### src/rtl/conv_pkg.sv
// Shared constants, memory-select codes and pool FSM state type for the
// convolution/pooling engines.
package conv_pkg;

    localparam int DATA_WIDTH  = 20;
    localparam int ADDR_WIDTH  = 12;
    localparam int IMAGE_WIDTH = 64;

    localparam logic [2:0] CSEL_NONE = 3'b000;
    localparam logic [2:0] CSEL_L0   = 3'b001;
    localparam logic [2:0] CSEL_L1   = 3'b011;

    typedef enum logic [2:0] {
        POOL_IDLE,
        POOL_RD,
        POOL_WAIT,
        POOL_WR,
        POOL_DONE
    } pool_state_e;

endpackage

### src/rtl/maxpool_l1_if.sv
// Control and layer-memory bus of the layer-1 max-pool engine.
interface maxpool_l1_if #(
    parameter int DATA_WIDTH = conv_pkg::DATA_WIDTH,
    parameter int ADDR_WIDTH = conv_pkg::ADDR_WIDTH
);

    logic                  start;
    logic                  busy;
    logic                  done;
    logic                  crd;
    logic [ADDR_WIDTH-1:0] caddr_rd;
    logic [DATA_WIDTH-1:0] cdata_rd;
    logic                  cwr;
    logic [ADDR_WIDTH-1:0] caddr_wr;
    logic [DATA_WIDTH-1:0] cdata_wr;
    logic [2:0]            csel;

    modport master (
        input  start, cdata_rd,
        output busy, done, crd, caddr_rd, cwr, caddr_wr, cdata_wr, csel
    );

    modport slave (
        output start, cdata_rd,
        input  busy, done, crd, caddr_rd, cwr, caddr_wr, cdata_wr, csel
    );

endinterface

### src/rtl/maxpool_addr_gen.sv
// Window/sample counters for the 2x2 max-pool: produces layer-0 read and
// layer-1 write addresses plus last-sample and last-window flags.
module maxpool_addr_gen #(
    parameter int ADDR_WIDTH = 12,
    parameter int IN_WIDTH   = 64
) (
    input  logic                  clk,
    input  logic                  reset,
    input  logic                  clr,
    input  logic                  k_inc,
    input  logic                  advance,
    output logic [ADDR_WIDTH-1:0] caddr_rd,
    output logic [ADDR_WIDTH-1:0] caddr_wr,
    output logic                  last_k,
    output logic                  last_win
);

    localparam int OUT_WIDTH = IN_WIDTH / 2;
    localparam int CW        = $clog2(OUT_WIDTH);
    localparam logic [CW-1:0]         LAST_IDX = CW'(OUT_WIDTH - 1);
    localparam logic [ADDR_WIDTH-1:0] IN_W_A   = ADDR_WIDTH'(IN_WIDTH);
    localparam logic [ADDR_WIDTH-1:0] OUT_W_A  = ADDR_WIDTH'(OUT_WIDTH);

    logic [CW-1:0] orow_q, orow_d;
    logic [CW-1:0] ocol_q, ocol_d;
    logic [1:0]    k_q, k_d;
    logic [CW:0]   row, col;

    always_comb begin
        orow_d = orow_q;
        ocol_d = ocol_q;
        k_d    = k_q;
        if (clr) begin
            orow_d = '0;
            ocol_d = '0;
            k_d    = '0;
        end else begin
            if (k_inc) begin
                k_d = k_q + 2'd1;
            end
            if (advance) begin
                k_d = '0;
                if (ocol_q == LAST_IDX) begin
                    ocol_d = '0;
                    orow_d = (orow_q == LAST_IDX) ? '0 : orow_q + 1'b1;
                end else begin
                    ocol_d = ocol_q + 1'b1;
                end
            end
        end
    end

    always_ff @(posedge clk) begin
        if (reset) begin
            orow_q <= '0;
            ocol_q <= '0;
            k_q    <= '0;
        end else begin
            orow_q <= orow_d;
            ocol_q <= ocol_d;
            k_q    <= k_d;
        end
    end

    // k[1] selects the lower row of the window, k[0] the right column
    assign row      = {orow_q, k_q[1]};
    assign col      = {ocol_q, k_q[0]};
    assign caddr_rd = ADDR_WIDTH'(row) * IN_W_A + ADDR_WIDTH'(col);
    assign caddr_wr = ADDR_WIDTH'(orow_q) * OUT_W_A + ADDR_WIDTH'(ocol_q);
    assign last_k   = (k_q == 2'd3);
    assign last_win = (orow_q == LAST_IDX) && (ocol_q == LAST_IDX);

endmodule

### src/rtl/maxpool_l1.sv
// Layer-1 2x2 max-pool engine: reads the layer-0 image, keeps a signed
// running max per window and writes the pooled image to layer-1 memory.
module maxpool_l1 #(
    parameter int DATA_WIDTH = conv_pkg::DATA_WIDTH,
    parameter int ADDR_WIDTH = conv_pkg::ADDR_WIDTH,
    parameter int IN_WIDTH   = conv_pkg::IMAGE_WIDTH
) (
    input  logic          clk,
    input  logic          reset,
    maxpool_l1_if.master  bus
);

    import conv_pkg::*;

    pool_state_e           state_q, state_d;
    logic [DATA_WIDTH-1:0] max_q, max_d;
    logic [DATA_WIDTH-1:0] cdata_wr_q, cdata_wr_d;
    logic [ADDR_WIDTH-1:0] caddr_wr_q, caddr_wr_d;
    logic [ADDR_WIDTH-1:0] addr_wr;
    logic                  clr, k_inc, advance;
    logic                  last_k, last_win;
    logic                  greater;

    maxpool_addr_gen #(
        .ADDR_WIDTH (ADDR_WIDTH),
        .IN_WIDTH   (IN_WIDTH)
    ) u_addr_gen (
        .clk      (clk),
        .reset    (reset),
        .clr      (clr),
        .k_inc    (k_inc),
        .advance  (advance),
        .caddr_rd (bus.caddr_rd),
        .caddr_wr (addr_wr),
        .last_k   (last_k),
        .last_win (last_win)
    );

    assign greater = $signed(bus.cdata_rd) > $signed(max_q);

    // Read data lags the address by one cycle: in RD the sample for k-1 is
    // on cdata_rd, and the k=3 sample arrives during WAIT.
    always_comb begin
        state_d    = state_q;
        max_d      = max_q;
        cdata_wr_d = cdata_wr_q;
        caddr_wr_d = caddr_wr_q;
        clr        = 1'b0;
        k_inc      = 1'b0;
        advance    = 1'b0;
        unique case (state_q)
            POOL_IDLE: begin
                if (bus.start) begin
                    clr     = 1'b1;
                    state_d = POOL_RD;
                end
            end
            POOL_RD: begin
                k_inc = 1'b1;
                if (bus.caddr_rd[0] && !last_k && !bus.caddr_rd[IN_WIDTH > 1 ? $clog2(IN_WIDTH) : 0]) begin
                    max_d = bus.cdata_rd;
                end else if (!(bus.caddr_rd[0] == 1'b0 && !last_k && !bus.caddr_rd[$clog2(IN_WIDTH)]) && greater) begin
                    max_d = bus.cdata_rd;
                end
                if (last_k) begin
                    state_d = POOL_WAIT;
                end
            end
            POOL_WAIT: begin
                cdata_wr_d = greater ? bus.cdata_rd : max_q;
                caddr_wr_d = addr_wr;
                state_d    = POOL_WR;
            end
            POOL_WR: begin
                if (last_win) begin
                    state_d = POOL_DONE;
                end else begin
                    advance = 1'b1;
                    state_d = POOL_RD;
                end
            end
            POOL_DONE: begin
                state_d = POOL_IDLE;
            end
            default: begin
                state_d = POOL_IDLE;
            end
        endcase
    end

    always_ff @(posedge clk) begin
        if (reset) begin
            state_q    <= POOL_IDLE;
            max_q      <= '0;
            cdata_wr_q <= '0;
            caddr_wr_q <= '0;
        end else begin
            state_q    <= state_d;
            max_q      <= max_d;
            cdata_wr_q <= cdata_wr_d;
            caddr_wr_q <= caddr_wr_d;
        end
    end

    assign bus.busy     = (state_q != POOL_IDLE);
    assign bus.done     = (state_q == POOL_DONE);
    assign bus.crd      = (state_q == POOL_RD);
    assign bus.cwr      = (state_q == POOL_WR);
    assign bus.caddr_wr = caddr_wr_q;
    assign bus.cdata_wr = cdata_wr_q;
    assign bus.csel     = (state_q == POOL_RD) ? CSEL_L0 :
                          (state_q == POOL_WR) ? CSEL_L1 : CSEL_NONE;

endmodule

### src/flat_wrapper.sv
// flat-port wrapper written by rule: the top's interface ports become plain ports
module maxpool_l1_flat import conv_pkg::*;
#(
    parameter int DATA_WIDTH = conv_pkg::DATA_WIDTH,
    parameter int ADDR_WIDTH = conv_pkg::ADDR_WIDTH,
    parameter int IN_WIDTH   = conv_pkg::IMAGE_WIDTH
)
  (clk, reset, bus_start, bus_cdata_rd, bus_busy, bus_done, bus_crd, bus_caddr_rd, bus_cwr, bus_caddr_wr, bus_cdata_wr, bus_csel);
  maxpool_l1_if #(.DATA_WIDTH(DATA_WIDTH), .ADDR_WIDTH(ADDR_WIDTH)) bus_i ();
  input  logic clk;
  input  logic reset;
  input wire logic [$bits(bus_i.start)-1:0] bus_start;
  input wire logic [$bits(bus_i.cdata_rd)-1:0] bus_cdata_rd;
  output wire logic [$bits(bus_i.busy)-1:0] bus_busy;
  output wire logic [$bits(bus_i.done)-1:0] bus_done;
  output wire logic [$bits(bus_i.crd)-1:0] bus_crd;
  output wire logic [$bits(bus_i.caddr_rd)-1:0] bus_caddr_rd;
  output wire logic [$bits(bus_i.cwr)-1:0] bus_cwr;
  output wire logic [$bits(bus_i.caddr_wr)-1:0] bus_caddr_wr;
  output wire logic [$bits(bus_i.cdata_wr)-1:0] bus_cdata_wr;
  output wire logic [$bits(bus_i.csel)-1:0] bus_csel;
  assign bus_i.start = bus_start;
  assign bus_i.cdata_rd = bus_cdata_rd;
  assign bus_busy = bus_i.busy;
  assign bus_done = bus_i.done;
  assign bus_crd = bus_i.crd;
  assign bus_caddr_rd = bus_i.caddr_rd;
  assign bus_cwr = bus_i.cwr;
  assign bus_caddr_wr = bus_i.caddr_wr;
  assign bus_cdata_wr = bus_i.cdata_wr;
  assign bus_csel = bus_i.csel;
  maxpool_l1 #(.DATA_WIDTH(DATA_WIDTH), .ADDR_WIDTH(ADDR_WIDTH), .IN_WIDTH(IN_WIDTH)) u_core (.clk(clk), .reset(reset), .bus(bus_i));
endmodule
### config.mk
export PLATFORM = sky130hd
export DESIGN_NAME = maxpool_l1_flat
export DESIGN_NICKNAME = d
export VERILOG_FILES = /design/src/rtl/conv_pkg.sv /design/src/rtl/maxpool_l1_if.sv /design/src/rtl/maxpool_addr_gen.sv /design/src/rtl/maxpool_l1.sv /design/src/flat_wrapper.sv
export SDC_FILE = /design/constraint.sdc
export NUM_CORES = 1
export LEC_CHECK = 0
export BUFFER_PORTS_ARGS = -buffer_cell sky130_fd_sc_hd__buf_2
export CAP_MARGIN = 10
export CORE_MARGIN = 4
export CORE_UTILIZATION = 40
export CTS_CLUSTER_DIAMETER = 200
export DETAILED_ROUTE_END_ITERATION = 8
export MAX_ROUTING_LAYER = met4
export SLEW_MARGIN = 20
export SYNTH_ARGS = -nofsm -noshare
export SYNTH_HDL_FRONTEND = slang
export SYNTH_SLANG_ARGS = --single-unit
### constraint.sdc
create_clock -name clk -period 2.2 [get_ports clk]
set_input_delay 0.11 -clock clk [delete_from_list [all_inputs] [get_ports clk]]
set_output_delay 0.11 -clock clk [all_outputs]
set_load 0.05 [all_outputs]
==> results.txt <==
The share of layout cells above drive strength 1 is between 30% and 40%. The final worst-path setup slack came out at -133 ps. The first global-routing pass estimated between 10 and 15 mm of wire.

For this design the ratio of total power to cell area is around 660 nW/um^2. The worst setup slack for register-to-register paths came out at -130 ps. The library cells used most frequently in the layout, excluding fill and tap cells, are 70 x sky130_fd_sc_hd__buf_2, 52 x sky130_fd_sc_hd__dfxtp_1, 41 x sky130_fd_sc_hd__nand2b_1.

The placeable core area came out at between 8000 and 9000 um^2. The number of global-route vias before repair came out at roughly 3,100. The first detailed-routing pass took 4 iterations. The final weighted congestion in routability-driven placement came out at approximately 0.82. The number of endpoints with negative hold slack in the final report is 0. The dominant synthesized flop cell is sky130_fd_sc_hd__dfxtp_1. The netlist uses 45 different library cells.

At the worst endpoint, the required time is ~2500 ps. The share of the core filled with cells in the final layout came out at between 50% and 60%. The checks that failed: negative setup slack. The count of input and output buffers is 70. The total half-perimeter wirelength after legalization and detailed placement is 6.13 mm. The number of clock sinks is 65. The fraction of post-synthesis cell area in the top cell type by area is 37.1%. The starting utilization of the core area came out at a little over two fifths. The maximum clock rate came out at approximately 430 MHz. The element type at the critical path start is a register. The worst setup timing slack at the placement stage came out at -160 ps. Among all stages on the critical path, the largest delay is contributed by sky130_fd_sc_hd__dfxtp_2.

The most frequent standard cell in the layout excluding fill and tap cells is sky130_fd_sc_hd__buf_2. Setup repair after global routing could not meet its margin everywhere. For the pin with the worst max-slew slack, the measured transition is 556 ps. The final net count came out at 560. The largest total area in the synthesized netlist belongs to sky130_fd_sc_hd__dfxtp_1. The clock tree buffer depth is 2. The horizontal die dimension came out at ~100 um.

The critical path is of the register to register type. The TritonCTS buffer count came out at 9. The proportion of synthesized flip-flops having asynchronous set or reset is 0%. Dividing the synthesized area by the synthesized cell count gives around 8.5 um^2. The max-slew violation count is 0.

After synthesis, the cell types taking the most area are sky130_fd_sc_hd__dfxtp_1 37%, sky130_fd_sc_hd__ha_1 8.9%, sky130_fd_sc_hd__nand2b_1 7.3%, sky130_fd_sc_hd__mux2i_1 6.3%, sky130_fd_sc_hd__a311oi_1 5.0%. The global-route usage over all layers came out at between 15 and 20%. The critical path goes through inv_2, ha_4, and4_4, nand3_4, a211o_1, o2111ai_4, mux2i_2, buf_4, o21ai_4, buf_6, mux2i_1. Max-cap violations in this run came to 0. Clock-pin slew was measured on the worst setup and hold paths at 80 ps. Of the available clock period, the critical path in the final layout requires 106%. The number of vias per cell after detailed routing is around 5.3. From bottom edge to top edge, the die measures slightly above 100 um. The count of antenna-violating nets left after detailed routing came out at 0. During synthesis, Yosys emitted a total of 0 warnings. Setup violations remaining at the end of the flow were counted as 37.

The initial antenna violation count came to 0. For this design the top-level I/O count stands at 74. The average detailed-routed wire length per instance came out at 15.1 um. The insertion delay to the later sink of the worst-skew pair came out at roughly 350 ps. The root buffer cell chosen for the clock tree is sky130_fd_sc_hd__clkbuf_8. The clock tree synthesis step divided the H-tree into 3 levels.

The highest ir drop seen on vdd is ~0.00041 V. The type of element capturing the critical path is a register. The number of vias after detailed routing came out at 3,301. The area of the mapped netlist is between 3000 and 4000 um^2. 0 antenna diodes ended up in the layout. The flow ran to the end, but the final reports show violations.

Measured against its own limit, the worst slew margin works out to between 60% and 70%. On the final layout, the worst clock skew is 12.3 ps. The CTS tree is built. In the synthesized netlist, the number of instances is 410.

The initialized floorplan defines 33 standard-cell rows. The critical path's largest stage delay is 340 ps. The first routing iteration left 120 violations. Of all nets on the critical path, the largest fanout is 6. The number of flops mapped to enable cells by yosys is 0. Entering global routing, the biggest net connects a little over 60 pins. The leakage power is a little under 2 nW. In the routed design, unresolved DRC markers number 0.

The sum of overflow across all layers after global routing is 0. The post-synthesis to final-layout area growth came out at 36.8%. The data arrival time of the critical path came out at 2610 ps. The aggregate routed wire length came out at 9.41 mm. The overall die area is ~10,000 um^2. Synthesis inferred 65 register bits. The share of the yosys chip area belonging to registers is a little under two fifths. The min-delay analysis places its worst path in the category input pin to register.

The minimum clock period after layout is between 2000 and 2500 ps. The post-cts hold buffer count came out at 0.
critical path: cells and delay by family, from the launching register on:
kind / cells / cell delay, ps
AOI/OAI and AO/OA: 3 / 610
buffers and inverters: 3 / 400
and+or+nand+nor: 2 / 350
DFF: 1 / 340
muxes: 2 / 300
adders and majority gates: 1 / 250
what timing repair did:
item	4_1_cts	5_1_grt
setup buffers	5	4
pin swaps	14	17
cloned	1	3
endpoints found under the setup margin	39	40
gates resized for setup	31	45
registers in the layout, indices dropped and copies added (netlist names):
signal,count
u_core.u_addr_gen.ocol_q,5
u_core.u_addr_gen.k_q,2
u_core.bus.cdata_wr,20
u_core.u_addr_gen.orow_q,5
u_core.max_q,20
u_core.bus.caddr_wr,10
u_core.state_q,3
final timing paths:
check | startpoint | end | depth (start not counted)
worst max-delay path | u_core.max_q[18] | u_core.max_q[10] | 11
worst min-delay path | bus_cdata_rd[5] | u_core.max_q[5] | 3
worst max register to register | u_core.max_q[18] | u_core.max_q[10] | 11
worst min register to register | u_core.bus.caddr_wr[2] | u_core.bus.caddr_wr[2] | 2
cell usage after synthesis (6+ instances only):
cell                       instances
sky130_fd_sc_hd__dfxtp_1          65
sky130_fd_sc_hd__nand2b_1         41
sky130_fd_sc_hd__nand2_1          33
sky130_fd_sc_hd__nor2_1           29
sky130_fd_sc_hd__inv_1            26
sky130_fd_sc_hd__ha_1             25
sky130_fd_sc_hd__nand3_1          23
sky130_fd_sc_hd__a21oi_1          22
sky130_fd_sc_hd__mux2i_1          22
sky130_fd_sc_hd__clkbuf_1         21
sky130_fd_sc_hd__a311oi_1         20
sky130_fd_sc_hd__o21ai_1          20
sky130_fd_sc_hd__nor3_1            7
sky130_fd_sc_hd__buf_6             6
area by class of cell:
type                    count  area, um^2
multi-input cells         291        2220
repair buffers            119         776
flip-flops and latches     65        1320
fillers                   757        3590
clock buffers               9         124
inverters                  26         101
well taps                 105         131
clock inverters             7         119
where the power goes:
part	switching [mW]	leakage [nW]	internal, mW
registers	0.0323	0.532	1.22
clock network	0.504	0.115	0.752
logic	0.415	1.30	0.257
total	0.951	1.95	2.23
cells by family (layout without fill, tap and decap cells):
group	Yosys count	in the layout	share of synthesized area (%)
buffers and inverters	58	161	7.89
other	1	3	0.107
XOR/XNOR	5	5	1.25
AO/OA/AOI/OAI	80	80	14.9
AND/OR/NAND/NOR	152	152	22.6
flip-flops	65	65	37.1
adder cells (fa/ha/maj)	25	25	8.93
multiplexers	24	26	7.11
stage by stage:
step	power, mW	hold WS, ps	instance area [um^2]	std cells	setup TNS [ps]
2_1_floorplan	1.69	265	3530	412	0
3_3_place_gp	1.83	401	4130	593	-851
3_5_place_dp	1.84	409	4130	593	-2670
4_1_cts	3.14	28.0	4560	615	-1520
5_1_grt	3.31	43.3	4790	622	-8310
6_report	3.18	40.1	4790	622	-3250
layer usage:
metal	wire length, um	track usage, %	vias up
li1	-	-	1625
met1	4220	22.5	1548
met2	4370	29.1	101
met3	514	3.79	27
met4	310	8.18	0
met5	0	-	-
Note: power is estimated with default switching activity, not from simulation.
